==> src/rtl/uart_tx.sv <==
// UART transmit serializer: pops bytes from the TX FIFO and shifts them out as
// start / data (LSB first) / optional parity / 1-2 stop bits at a runtime divisor.
module uart_tx #(
  parameter int unsigned DataBits = 8,
  parameter int unsigned DivWidth = 16
) (
  input  logic                clk_i,
  input  logic                rst_ni,
  input  logic                tx_en_i,
  input  logic [DivWidth-1:0] baud_div_i,
  input  logic                parity_en_i,
  input  logic                parity_odd_i,
  input  logic                stop2_i,
  input  logic                fifo_empty_i,
  input  logic [DataBits-1:0] fifo_rdata_i,
  output logic                fifo_rd_en_o,
  output logic                tx_o,
  output logic                busy_o,
  output logic                tx_done_o
);

  localparam int unsigned BitCntW = (DataBits > 1) ? $clog2(DataBits) : 1;

  typedef enum logic [2:0] {
    StIdle,
    StLoad,
    StStart,
    StData,
    StParity,
    StStop
  } state_e;

  state_e                state_q;
  logic [DataBits-1:0]   shift_q;
  logic [DivWidth-1:0]   div_q;
  logic [DivWidth-1:0]   baud_cnt_q;
  logic [BitCntW-1:0]    bit_cnt_q;
  logic                  par_en_q;
  logic                  par_bit_q;
  logic                  stop2_q;
  logic                  stop_cnt_q;
  logic                  tx_q;
  logic                  busy_q;
  logic                  done_q;

  logic                  pop_c;
  logic                  bit_end_c;
  logic                  last_data_c;
  logic [DivWidth-1:0]   div_in_c;

  // A divisor of zero behaves exactly like one.
  assign div_in_c    = (baud_div_i == '0) ? DivWidth'(1) : baud_div_i;
  assign bit_end_c   = (baud_cnt_q == div_q - DivWidth'(1));
  assign last_data_c = (bit_cnt_q == BitCntW'(DataBits - 1));

  // Pop is held low while in reset even if the FIFO is non-empty.
  assign pop_c        = rst_ni && (state_q == StIdle) && tx_en_i && !fifo_empty_i;
  assign fifo_rd_en_o = pop_c;

  assign tx_o      = tx_q;
  assign busy_o    = busy_q;
  assign tx_done_o = done_q;

  always_ff @(posedge clk_i or negedge rst_ni) begin
    if (!rst_ni) begin
      state_q    <= StIdle;
      shift_q    <= '0;
      div_q      <= DivWidth'(1);
      baud_cnt_q <= '0;
      bit_cnt_q  <= '0;
      par_en_q   <= 1'b0;
      par_bit_q  <= 1'b0;
      stop2_q    <= 1'b0;
      stop_cnt_q <= 1'b0;
      tx_q       <= 1'b1;
      busy_q     <= 1'b0;
      done_q     <= 1'b0;
    end else begin
      done_q <= 1'b0;
      unique case (state_q)
        StIdle: begin
          tx_q       <= 1'b1;
          busy_q     <= 1'b0;
          baud_cnt_q <= '0;
          if (pop_c) begin
            state_q <= StLoad;
            busy_q  <= 1'b1;
          end
        end

        // Read data arrives this cycle; configuration is frozen for the frame.
        StLoad: begin
          shift_q    <= fifo_rdata_i;
          div_q      <= div_in_c;
          par_en_q   <= parity_en_i;
          par_bit_q  <= (^fifo_rdata_i) ^ parity_odd_i;
          stop2_q    <= stop2_i;
          baud_cnt_q <= '0;
          bit_cnt_q  <= '0;
          stop_cnt_q <= 1'b0;
          tx_q       <= 1'b0;
          busy_q     <= 1'b1;
          state_q    <= StStart;
        end

        StStart: begin
          if (bit_end_c) begin
            baud_cnt_q <= '0;
            tx_q       <= shift_q[0];
            state_q    <= StData;
          end else begin
            baud_cnt_q <= baud_cnt_q + DivWidth'(1);
          end
        end

        StData: begin
          if (bit_end_c) begin
            baud_cnt_q <= '0;
            shift_q    <= shift_q >> 1;
            bit_cnt_q  <= bit_cnt_q + BitCntW'(1);
            if (last_data_c) begin
              if (par_en_q) begin
                tx_q    <= par_bit_q;
                state_q <= StParity;
              end else begin
                tx_q    <= 1'b1;
                state_q <= StStop;
              end
            end else begin
              tx_q <= shift_q[1];
            end
          end else begin
            baud_cnt_q <= baud_cnt_q + DivWidth'(1);
          end
        end

        StParity: begin
          if (bit_end_c) begin
            baud_cnt_q <= '0;
            tx_q       <= 1'b1;
            state_q    <= StStop;
          end else begin
            baud_cnt_q <= baud_cnt_q + DivWidth'(1);
          end
        end

        // Second stop bit reuses the baud counter for another full bit period.
        StStop: begin
          tx_q <= 1'b1;
          if (bit_end_c) begin
            baud_cnt_q <= '0;
            if (stop2_q && !stop_cnt_q) begin
              stop_cnt_q <= 1'b1;
            end else begin
              state_q <= StIdle;
              busy_q  <= 1'b0;
              done_q  <= 1'b1;
            end
          end else begin
            baud_cnt_q <= baud_cnt_q + DivWidth'(1);
          end
        end

        default: begin
          state_q <= StIdle;
          tx_q    <= 1'b1;
          busy_q  <= 1'b0;
        end
      endcase
    end
  end

endmodule

==> config.mk <==
export PLATFORM = sky130hd
export DESIGN_NAME = uart_tx
export DESIGN_NICKNAME = d
export VERILOG_FILES = /design/src/rtl/uart_tx.sv
export SDC_FILE = /design/constraint.sdc
export NUM_CORES = 1
export LEC_CHECK = 0
export CORE_MARGIN = 1
export CORE_UTILIZATION = 50
export CTS_CLUSTER_DIAMETER = 200
export CTS_CLUSTER_SIZE = 40
export DETAILED_ROUTE_END_ITERATION = 8
export PLACE_DENSITY_LB_ADDON = 0.3
export SLEW_MARGIN = 20
export SYNTH_ARGS = -nofsm -noshare
export SYNTH_HDL_FRONTEND = slang
export SYNTH_SLANG_ARGS = --single-unit
==> constraint.sdc <==
create_clock -name clk_i -period 7.12 [get_ports clk_i]
set_input_delay 1.068 -clock clk_i [delete_from_list [all_inputs] [get_ports clk_i]]
set_output_delay 1.068 -clock clk_i [all_outputs]
set_load 0.01 [all_outputs]
[After elaboration in Yosys (flattened, before gate mapping)]
Cells that the tools add are included.
Operators by class
  add/subtract/negate cells: 3
  equal/unequal tests: 15
  reduce and logical (&&, ||, !) cells: 20
  bitwise operators: 2
  mux-type cells: 32
Operators with widths (count)
  $mux 16: 2
  $pmux 16 s2: 1
  $mux 3: 8
  $pmux 3 s6: 1
  $add 16x1->16 const B: 1
  $eq 16x16->1: 1
  $logic_not 16->1: 1
  $ne 2x2->1 const B: 8
  $pmux 8 s2: 1
  $sub 16x1->16 const B: 1
  $mux 1: 14
  $eq 3x3->1 const B: 3
  $reduce_and 3->1: 3
  $mux 8: 1
  $pmux 1 s4: 2
  $reduce_xor 8->1: 1
  $reduce_and 7->1: 1
  $eq 3x2->1 const B: 2
  $pmux 3 s2: 1
  $reduce_bool 2->1: 3
  $logic_and 1x1->1: 4
  $reduce_or 4->1: 1
  $add 3x1->3 const B: 1
  $eq 3x1->1 const B: 1
  8 further kinds: 9
Storage, ports and cells
  logic and storage cells: 84
  bits in registers: 53

[Longest topological paths before layout]
Gate-level depths: netlist of run 1.
  depth after elaboration: 6
  gate-level depth with buffers: 11
  gate-level depth less buffers: 10

[Least setup slack after synthesis of run 1]
Ideal clock, no wire load.
  path type: register -> register
  start point: reg div_q[2]
  end point: reg bit_cnt_q[0]
  data arrival time: 2.703 ns
  slack: 4.292 ns
  cell stages (with the launch flop): 9
  path through: dfrtp_1 > nor4_1 > nand2_2 > xnor2_1 > or4b_1 > a211o_1 > nor4_4 > nor2_2 > mux2_2
Between the ends
  cells in the longest elaborated chain, start to end: 4
RTL lines
  from (decl): RTL line 35  | logic [DivWidth-1:0] div_q;
  from (signal assigned): RTL line 68  | div_q <= DivWidth'(1);
  from (signal assigned): RTL line 94  | div_q <= div_in_c;
  $sub 16x1->16: RTL line 53  | assign bit_end_c = (baud_cnt_q == div_q - DivWidth'(1));
  $eq 16x16->1: RTL line 53
  $ne 2x2->1 (no line)
  $reduce_and 2->1 (no line)
  to (signal assigned): RTL line 120  | bit_cnt_q <= bit_cnt_q + BitCntW'(1);
  to (decl): RTL line 37  | logic [BitCntW-1:0] bit_cnt_q;
No other way between the ends.
A chain may end at the register's enable or synchronous reset.

[Worst setup path in the final report of run 1]
  start point: in rst_ni
  end point: out fifo_rd_en_o
Between the ends
  cells in the longest elaborated chain, start to end: 3
RTL lines
  from (decl): RTL line 8  | input logic rst_ni,
  $logic_and 1x1->1 (3 in a row): RTL line 57  | assign pop_c = rst_ni && (state_q == StIdle) && tx_en_i && !fifo_empty_i;
  to (decl): RTL line 16  | output logic fifo_rd_en_o,
No other way between the ends.

==> impl_metrics.py, run 1 <==
metrics = {
    "setup_path": {
        "r2r-end": "bit_cnt_q[0]",
        "required_ns": 6.05,
        "crit_fanout": 54,
        "startpoint": "rst_ni",
        "worst_setup_path_end_kind": "primary output",
        "start_kind": "input port",
        "r2r_setup_slack_ns": 3.56,
        "crit_arrival_ns": 2.63,
        "r2r-start": "div_q[2]",
        "crit_end": "fifo_rd_en_o",
        "ff2ff_path_depth": 8,
        "path_class": "input port to primary output",
    },
    "synthesis": {
        "seq_area_frac_synth": 0.418,
        "synth_nets": 402,
        "netlist_area_um2": 3180,
        "synth_edf_count": 0,
        "synth_seq_cells": 53,
        "netlist_instances": 364,
        "ys_warn_count": 0,
        "synth_ff_type": "dfrtp_1",
        "yosysUniqueCellTypes": 59,
        "syn_area_per_cell_um2": 8.73,
        "synthArstFlopShare": 1.00,
    },
    "die": {
        "start_util": 0.527,
        "die-area_um2": 6680,
        "placementRows": 28,
        "ioPinCount": 35,
        "die_x_um": 81.7,
        "die_h_um": 81.7,
        "core_um2": 6030,
    },
    "grt": {
        "grtUsageTotal": 0.227,
        "first_global_vias": 2510,
        "grt_max_degree": 55,
        "grt_pass1_wl_um": 11600,
        "antenna_found_initial": 0,
        "overflow": 0,
    },
    "power_and_ir_drop": {
        "power_frac_comb": 0.338,
        "pwr-share-clk": 0.200,
        "p_int_mw": 0.750,
        "p_sw_frac": 0.371,
        "ir_worst_vdd_mv": 0.177,
        "p_switching_mw": 0.443,
        "pwr-share-seq": 0.462,
        "power_density_nw_per_um2": 322,
        "power.leakage_nw": 1.54,
    },
    "drt": {
        "drtPass1Iterations": 5,
        "viasPerCell": 5.74,
        "wl_um": 6760,
        "vias": 2692,
        "drt_iter0_markers": 175,
        "antenna_left": 0,
        "post-route-drc-count": 0,
        "wl_per_cell_um": 14.4,
    },
    "clocking": {
        "cts_setup_buffers": 0,
        "cts_buffers": 5,
        "cts_tree": "built",
        "cts_root_buf": "clkbuf_8",
        "clock_path_buffers": 2,
        "post_cts_resized": 0,
        "clkTransAtPathRegs_ns": 0.10,
        "ctsHoldBuffers": 0,
        "clk_latency_ns": 0.31,
        "clkSinkCount": 53,
        "cts_max_level": 2,
    },
    "sta": {
        "setup_violations": 0,
        "min_period_over_period": 0.519,
        "worstMarginPinSlew_ns": 0.943,
        "fin_skew_ns": 0.00603,
        "hold_violations": 0,
        "slew_violations": 0,
        "fmax_mhz": 270,
        "timing.setup.tns_ns": 0,
        "rsz0062_at_grt": "false",
        "timing.final.crit_period_ns": 3.70,
        "relSlewSlack": 0.370,
    },
    "placement": {
        "gp_congestion": 0.893,
        "portBuffers": 34,
        "hpwl_um": 4750,
    },
    "cells_and_area": {
        "fin_nets": 431,
        "n_antenna_cell": 0,
        "fin_util": 0.614,
        "area_delta_synth_final_pct": 16.5,
        "drive_above_1_share": 0.0584,
        "n_fill_cell": 531,
    },
    "min_path": {
        "hp-start": "par_bit_q",
        "hp-class": "flip-flop to flip-flop",
    },
    "run_status": {
        "outcome": "finished clean",
    },
    "flow_run": {
        "drv_cap": 0,
    },
}
## worst min-delay path by stage
stage | end | cells past startpoint | slack, ns
floorplan | par_bit_q | 2 | 0.44
global placement | par_bit_q | 2 | 0.46
detailed placement | par_bit_q | 2 | 0.47
CTS | par_bit_q | 2 | 0.49
global route | par_bit_q | 2 | 0.52
finish | par_bit_q | 2 | 0.49
## cells in the mapped netlist, types with 3 or more instances
library cell	count	area, um2
nand2_1	73	274
dfrtp_1	51	1280
nor2_1	33	124
xnor2_1	28	245
o21ai_0	18	90.1
inv_1	16	60.1
nor3_1	12	60.1
clkbuf_1	9	33.8
nor4_1	8	50.1
xor2_1	8	70.1
a21oi_1	7	35.0
ha_1	7	87.6
a221oi_1	6	52.6
nand4_1	6	37.5
buf_2	5	25.0
nand2b_1	5	31.3
a311oi_1	4	35.0
nand3_1	4	20.0
nor2b_1	4	25.0
a211o_1	3	26.3
a211oi_1	3	22.5
a21o_1	3	22.5
and2_1	3	18.8
and3_1	3	18.8
nand3b_1	3	22.5
nor4b_1	3	26.3
## metal layers
metal / part of all wire / up-vias / routed length [um] / global-route usage
li1: - / 1338 / - / -
met1: 0.47 / 1269 / 3170 / 0.316
met2: 0.47 / 76 / 3160 / 0.366
met3: 0.050 / 9 / 339 / 0.0400
met4: 0.012 / 0 / 83 / 0.0579
met5: 0 / - / 0 / 0
## state kept, by name (all words and copies together) (netlist names)
name        cells
par_bit_q       1
tx_o            1
div_q          16
busy_o          1
baud_cnt_q     16
state_q         3
bit_cnt_q       3
shift_q         8
stop_cnt_q      1
stop2_q         1
tx_done_o       1
par_en_q        1
## area by class of cell
type,instances,area (um2),area share
timing repair buffer,36,350,0.0946
tap,75,93.8,0.0253
inverter,16,60.1,0.0162
sequential,53,1330,0.359
multi-input combinational,281,1740,0.469
clock buffer,5,68.8,0.0186
clock inverter,3,65.1,0.0176
## critical path, stage by stage
cell             delay (ns)
buf_2                  0.08
buf_4                  0.52
nand2_1                0.10
nor2_1                 0.14
and3_1                 0.16
clkdlybuf4s50_1        0.53
## metrics by stage
step / hold WS, ns / std cells / worst slack, ns / area (um2) / total power, mW
after floorplan: 0.441 / 364 / 4.29 / 3180 / 0.836
after global placement: 0.458 / 461 / 3.40 / 3570 / 0.932
after detailed placement: 0.470 / 461 / 3.39 / 3570 / 0.950
after CTS: 0.492 / 469 / 3.39 / 3700 / 1.19
after global routing: 0.516 / 469 / 3.23 / 3700 / 1.28
final: 0.489 / 469 / 3.42 / 3700 / 1.19
## power groups by stage
stage / clock [mW] / combinational (mW) / sequential, mW
after floorplan: 0 / 0.341 / 0.495
after global placement: 0 / 0.382 / 0.550
after detailed placement: 0 / 0.396 / 0.554
after CTS: 0.241 / 0.404 / 0.549
after global routing: 0.254 / 0.456 / 0.571
final: 0.238 / 0.404 / 0.552
## logic make-up after synthesis
| kind of cell | after synthesis | share of synthesized area |
|---|---|---|
| AO/OA/AOI/OAI | 64 | 0.143 |
| XOR/XNOR | 36 | 0.0992 |
| flip-flops | 53 | 0.418 |
| adder cells (fa/ha/maj) | 7 | 0.0276 |
| AND/OR/NAND/NOR | 171 | 0.264 |
| buffers and inverters | 30 | 0.0374 |
| multiplexers | 3 | 0.0102 |
## cells in the final DEF, fill, tap and decap left out, types with 7 or more instances in the layout
cell             count
clkdlybuf4s50_1     33
a21oi_1              7
xor2_1               8
xnor2_1             28
nor3_1              11
dfrtp_1             51
ha_1                 7
inv_1               16
o21ai_0             18
nor4_1               8
nand2_1             73
nor2_1              33
(Power assumes the default switching activity.)
==> run 2: changes to the inputs <==
- clock period: 7.12 -> 3.3 ns (I/O delays scaled with it)
==> run 2 against run 1 <==
Compared with the run above: register-to-register slack worse by 3.3 ns; largest cell class unchanged; clock power is 90% higher; critical path depth is 3 higher; wire length is 1.2% lower; first-iteration DRC count is 32% lower; sequential share of layout area is 0.19 points lower; critical path type is now flip-flop to flip-flop; via count is 0.89% lower.
==> impl_metrics.py, run 2 (same netlist as run 1, synthesis figures left out) <==
metrics = {
    "die": {
        "die_h_um": 81.7,
        "ioPinCount": 35,
        "die_x_um": 81.7,
        "placementRows": 28,
        "start_util": 0.527,
        "core_um2": 6030,
        "die-area_um2": 6680,
    },
    "setup_path": {
        "path_class": "flip-flop to flip-flop",
        "crit_fanout": 15,
        "required_ns": 3.52,
        "start_kind": "flip-flop",
        "crit_arrival_ns": 3.23,
        "worst_setup_path_end_kind": "flip-flop",
    },
    "clocking": {
        "cts_max_level": 2,
        "cts_root_buf": "clkbuf_8",
        "cts_tree": "built",
        "post_cts_resized": 0,
        "ctsHoldBuffers": 0,
        "clk_latency_ns": 0.31,
        "cts_buffers": 5,
        "clkTransAtPathRegs_ns": 0.10,
        "clock_path_buffers": 2,
        "clkSinkCount": 53,
        "cts_setup_buffers": 0,
    },
    "drt": {
        "vias": 2668,
        "wl_um": 6680,
        "post-route-drc-count": 0,
        "viasPerCell": 5.63,
        "drt_iter0_markers": 119,
        "wl_per_cell_um": 14.1,
        "drtPass1Iterations": 4,
        "antenna_left": 0,
    },
    "sta": {
        "timing.final.crit_period_ns": 3.00,
        "timing.setup.tns_ns": 0,
        "hold_violations": 0,
        "worstMarginPinSlew_ns": 0.657,
        "setup_violations": 0,
        "fmax_mhz": 333,
        "fin_skew_ns": 0.0125,
        "relSlewSlack": 0.562,
        "rsz0062_at_grt": "false",
        "slew_violations": 0,
        "min_period_over_period": 0.910,
    },
    "placement": {
        "gp_congestion": 0.870,
        "hpwl_um": 5060,
        "portBuffers": 34,
    },
    "grt": {
        "grtUsageTotal": 0.229,
        "antenna_found_initial": 0,
        "met3_usage": 0.0378,
        "use_met1": 0.328,
        "top_usage_layer": "met2",
        "use_met2": 0.360,
        "grt_pass1_wl_um": 11800,
        "grt_max_degree": 54,
        "first_global_vias": 2569,
        "overflow": 0,
    },
    "power_and_ir_drop": {
        "power_density_nw_per_um2": 678,
        "pwr-share-clk": 0.179,
        "p_sw_frac": 0.382,
        "power_frac_comb": 0.352,
        "p_switching_mw": 0.965,
        "p_int_mw": 1.56,
        "pwr-share-seq": 0.469,
        "ir_worst_vdd_mv": 0.359,
        "power.leakage_nw": 1.56,
    },
    "cells_and_area": {
        "layout_common_cells": "73 x nand2_1, 51 x dfrtp_1, 33 x nor2_1, 33 x clkdlybuf4s50_1, 28 x xnor2_1",
        "n_antenna_cell": 0,
        "fin_nets": 436,
        "n_fill_cell": 540,
        "final_common_cell": "nand2_1",
        "drive_above_1_share": 0.0702,
        "area_delta_synth_final_pct": 17.1,
        "top_regs": "baud_cnt_q: 16 flops, div_q: 16 flops, shift_q: 8 flops",
        "fin_util": 0.618,
    },
    "run_status": {
        "outcome": "finished clean",
    },
    "flow_run": {
        "drv_cap": 0,
    },
    "min_path": {
        "hp-class": "input port to async pin",
    },
}
run 2: layer usage:
metal / up-vias / share of wire
met5: - / 0
met3: 8 / 0.044
li1: 1344 / -
met4: 0 / 0.0087
met2: 59 / 0.47
met1: 1257 / 0.48
run 2: critical path, cell delays in order (launching register included):
cell and delay [ns]:
dfrtp_1 0.47, nor4_1 0.40, nand2_2 0.17, xnor2_1 0.16, or4b_1 0.51, a211o_1 0.41, nor4_4 0.32, buf_4 0.24
nor3_1 0.06, a211oi_1 0.18
run 2: worst paths after layout:
kind	from	end	slack, ns	cells after the start
max in group asynchronous	rst_ni	baud_cnt_q[3]	2.50	2
max reg2reg	div_q[2]	shift_q[0]	0.30	9
max	div_q[2]	shift_q[0]	0.30	9
min in group clk_i	par_bit_q	par_bit_q	0.49	2
min reg2reg	par_bit_q	par_bit_q	0.49	2
min	rst_ni	baud_cnt_q[11]	0.36	2
run 2: per-stage QoR:
step           hold WS (ns)  cell area [um2]  cells  worst slack, ns  power (mW)
4_1_cts               0.399             3720    474            0.285        2.54
6_report              0.364             3720    474            0.296        2.52
2_1_floorplan         0.199             3180    364            0.472        1.80
5_1_grt               0.414             3720    474            0.109        2.73
3_5_place_dp          0.474             3610    466            0.309        2.08
3_3_place_gp          0.453             3610    466            0.401        2.03
run 2: layout make-up:
cell class	count	area, um2	share of cell area
tap	75	93.8	0.0252
multi-input combinational	281	1740	0.466
sequential	53	1330	0.357
clock inverter	3	47.5	0.0128
timing repair buffer	41	388	0.104
inverter	16	60.1	0.0161
clock buffer	5	68.8	0.0185
run 2: power groups by stage:
stage / logic [mW] / registers (mW) / clock network [mW]
after floorplan: 0.736 / 1.07 / 0
after global placement: 0.857 / 1.18 / 0
after detailed placement: 0.888 / 1.19 / 0
after CTS: 0.892 / 1.18 / 0.464
after global routing: 1.01 / 1.22 / 0.491
final: 0.888 / 1.18 / 0.452
==> run 3: changes to the inputs <==
- CORE_UTILIZATION: 50 -> 30
- SLEW_MARGIN: 20 -> 5
==> run 3 against run 2 <==
Compared with the run above: maximum frequency is 0.73% lower; global-route usage is 8.4 points lower; clock-buffer cell count stayed put; hold slack better by 0.045 ns; setup slack worse by 0.022 ns; sequential power hardly changed.
==> impl_metrics.py, run 3 (same netlist as run 1, synthesis figures left out) <==
metrics = {
    "setup_path": {
        "start_kind": "flip-flop",
        "required_ns": 3.51,
        "crit_arrival_ns": 3.23,
        "crit_fanout": 11,
        "r2r-start": "div_q[4]",
        "path_class": "flip-flop to flip-flop",
        "r2r-end": "baud_cnt_q[14]",
        "r2r_setup_slack_ns": 0.27,
        "worst_setup_path_end_kind": "flip-flop",
        "ff2ff_path_depth": 9,
    },
    "cells_and_area": {
        "layout_common_cells": "73 x nand2_1, 51 x dfrtp_1, 33 x nor2_1, 33 x clkdlybuf4s50_1, 28 x xnor2_1",
        "final_common_cell": "nand2_1",
        "drive_above_1_share": 0.0729,
        "fin_util": 0.370,
        "fin_nets": 436,
        "top_regs": "baud_cnt_q: 16 flops, div_q: 16 flops, shift_q: 8 flops",
        "n_antenna_cell": 0,
        "area_delta_synth_final_pct": 19.5,
    },
    "die": {
        "start_util": 0.309,
        "die_h_um": 105,
        "ioPinCount": 35,
        "die-area_um2": 11000,
        "core_um2": 10300,
        "die_x_um": 105,
        "placementRows": 37,
    },
    "sta": {
        "worst_hold_slack_ns": 0.409,
        "timing.final.crit_period_ns": 3.03,
        "slew_violations": 0,
        "relSlewSlack": 0.546,
        "final.setup.worst_slack_ns": 0.274,
        "worstMarginPinSlew_ns": 0.681,
        "min_period_over_period": 0.917,
        "setup_violations": 0,
        "fmax_mhz": 330,
        "timing.setup.tns_ns": 0,
        "hold_violations": 0,
        "fin_skew_ns": 0.00512,
    },
    "grt": {
        "grt_pass1_wl_um": 13000,
        "first_global_vias": 2680,
        "grt_max_degree": 54,
        "grtUsageTotal": 0.145,
        "overflow": 0,
        "antenna_found_initial": 0,
    },
    "run_status": {
        "outcome": "finished clean",
    },
    "drt": {
        "drtPass1Iterations": 4,
        "drt_iter0_markers": 185,
        "wl_um": 7370,
        "wl_per_cell_um": 13.8,
        "post-route-drc-count": 0,
        "viasPerCell": 5.05,
        "antenna_left": 0,
        "vias": 2695,
    },
    "clocking": {
        "cts_max_level": 2,
        "clock_path_buffers": 2,
        "cts_buffers": 5,
        "clk_latency_ns": 0.31,
        "cts_tree": "built",
        "clkTransAtPathRegs_ns": 0.10,
        "post_cts_resized": 0,
        "ctsHoldBuffers": 0,
        "clkSinkCount": 53,
        "cts_root_buf": "clkbuf_8",
        "cts_setup_buffers": 0,
    },
    "power_and_ir_drop": {
        "finalPower_mw": 2.54,
        "power_density_nw_per_um2": 668,
        "ir_worst_vdd_mv": 0.303,
        "power.leakage_nw": 1.56,
    },
    "placement": {
        "gp_congestion": 0.830,
        "hpwl_um": 5400,
        "portBuffers": 34,
        "pre_cts_ws_ns": 0.255,
    },
    "flow_run": {
        "drv_cap": 0,
    },
    "min_path": {
        "hp-class": "input port to async pin",
    },
}
run 3: layer usage:
layer | vias up | wire length [um] | track usage
li1 | 1342 | - | -
met1 | 1285 | 3570 | 0.197
met2 | 61 | 3390 | 0.233
met3 | 7 | 275 | 0.0218
met4 | 0 | 133 | 0.0493
met5 | - | 0 | 0
run 3: worst max path at each step:
stage	from	end	slack, ns
CTS	div_q[2]	baud_cnt_q[14]	0.23
finish	div_q[4]	baud_cnt_q[14]	0.27
global placement	div_q[2]	baud_cnt_q[14]	0.33
detailed placement	div_q[2]	baud_cnt_q[14]	0.25
global route	div_q[2]	baud_cnt_q[14]	-0.004
floorplan	div_q[2]	bit_cnt_q[0]	0.47
run 3: where the power goes:
group | switching, mW | leakage [nW] | internal [mW]
registers | 0.306 | 0.651 | 0.881
clock network | 0.218 | 0.0540 | 0.221
logic | 0.456 | 0.851 | 0.455
total | 0.980 | 1.56 | 1.56
run 3: critical path: stages, from the launching register on:
cell     delay [ns]
dfrtp_1        0.49
nor3_1         0.32
nand2_2        0.15
xnor2_1        0.16
or4b_1         0.52
a211o_1        0.43
o21ai_1        0.41
nor2b_1        0.19
buf_4          0.18
nor2_1         0.07
run 3: cell type report:
class / instances / area, um2
tap: 136 / 170
clock inverter: 2 / 35.0
inverter: 16 / 60.1
multi-input combinational: 281 / 1750
timing repair buffer: 41 / 388
fill: 1083 / 6480
sequential: 53 / 1330
clock buffer: 5 / 68.8
run 3: per-stage QoR:
stage	std cells	area [um2]
finish	534	3800
global route	534	3800
CTS	534	3790
detailed placement	527	3680
global placement	527	3680
floorplan	364	3180
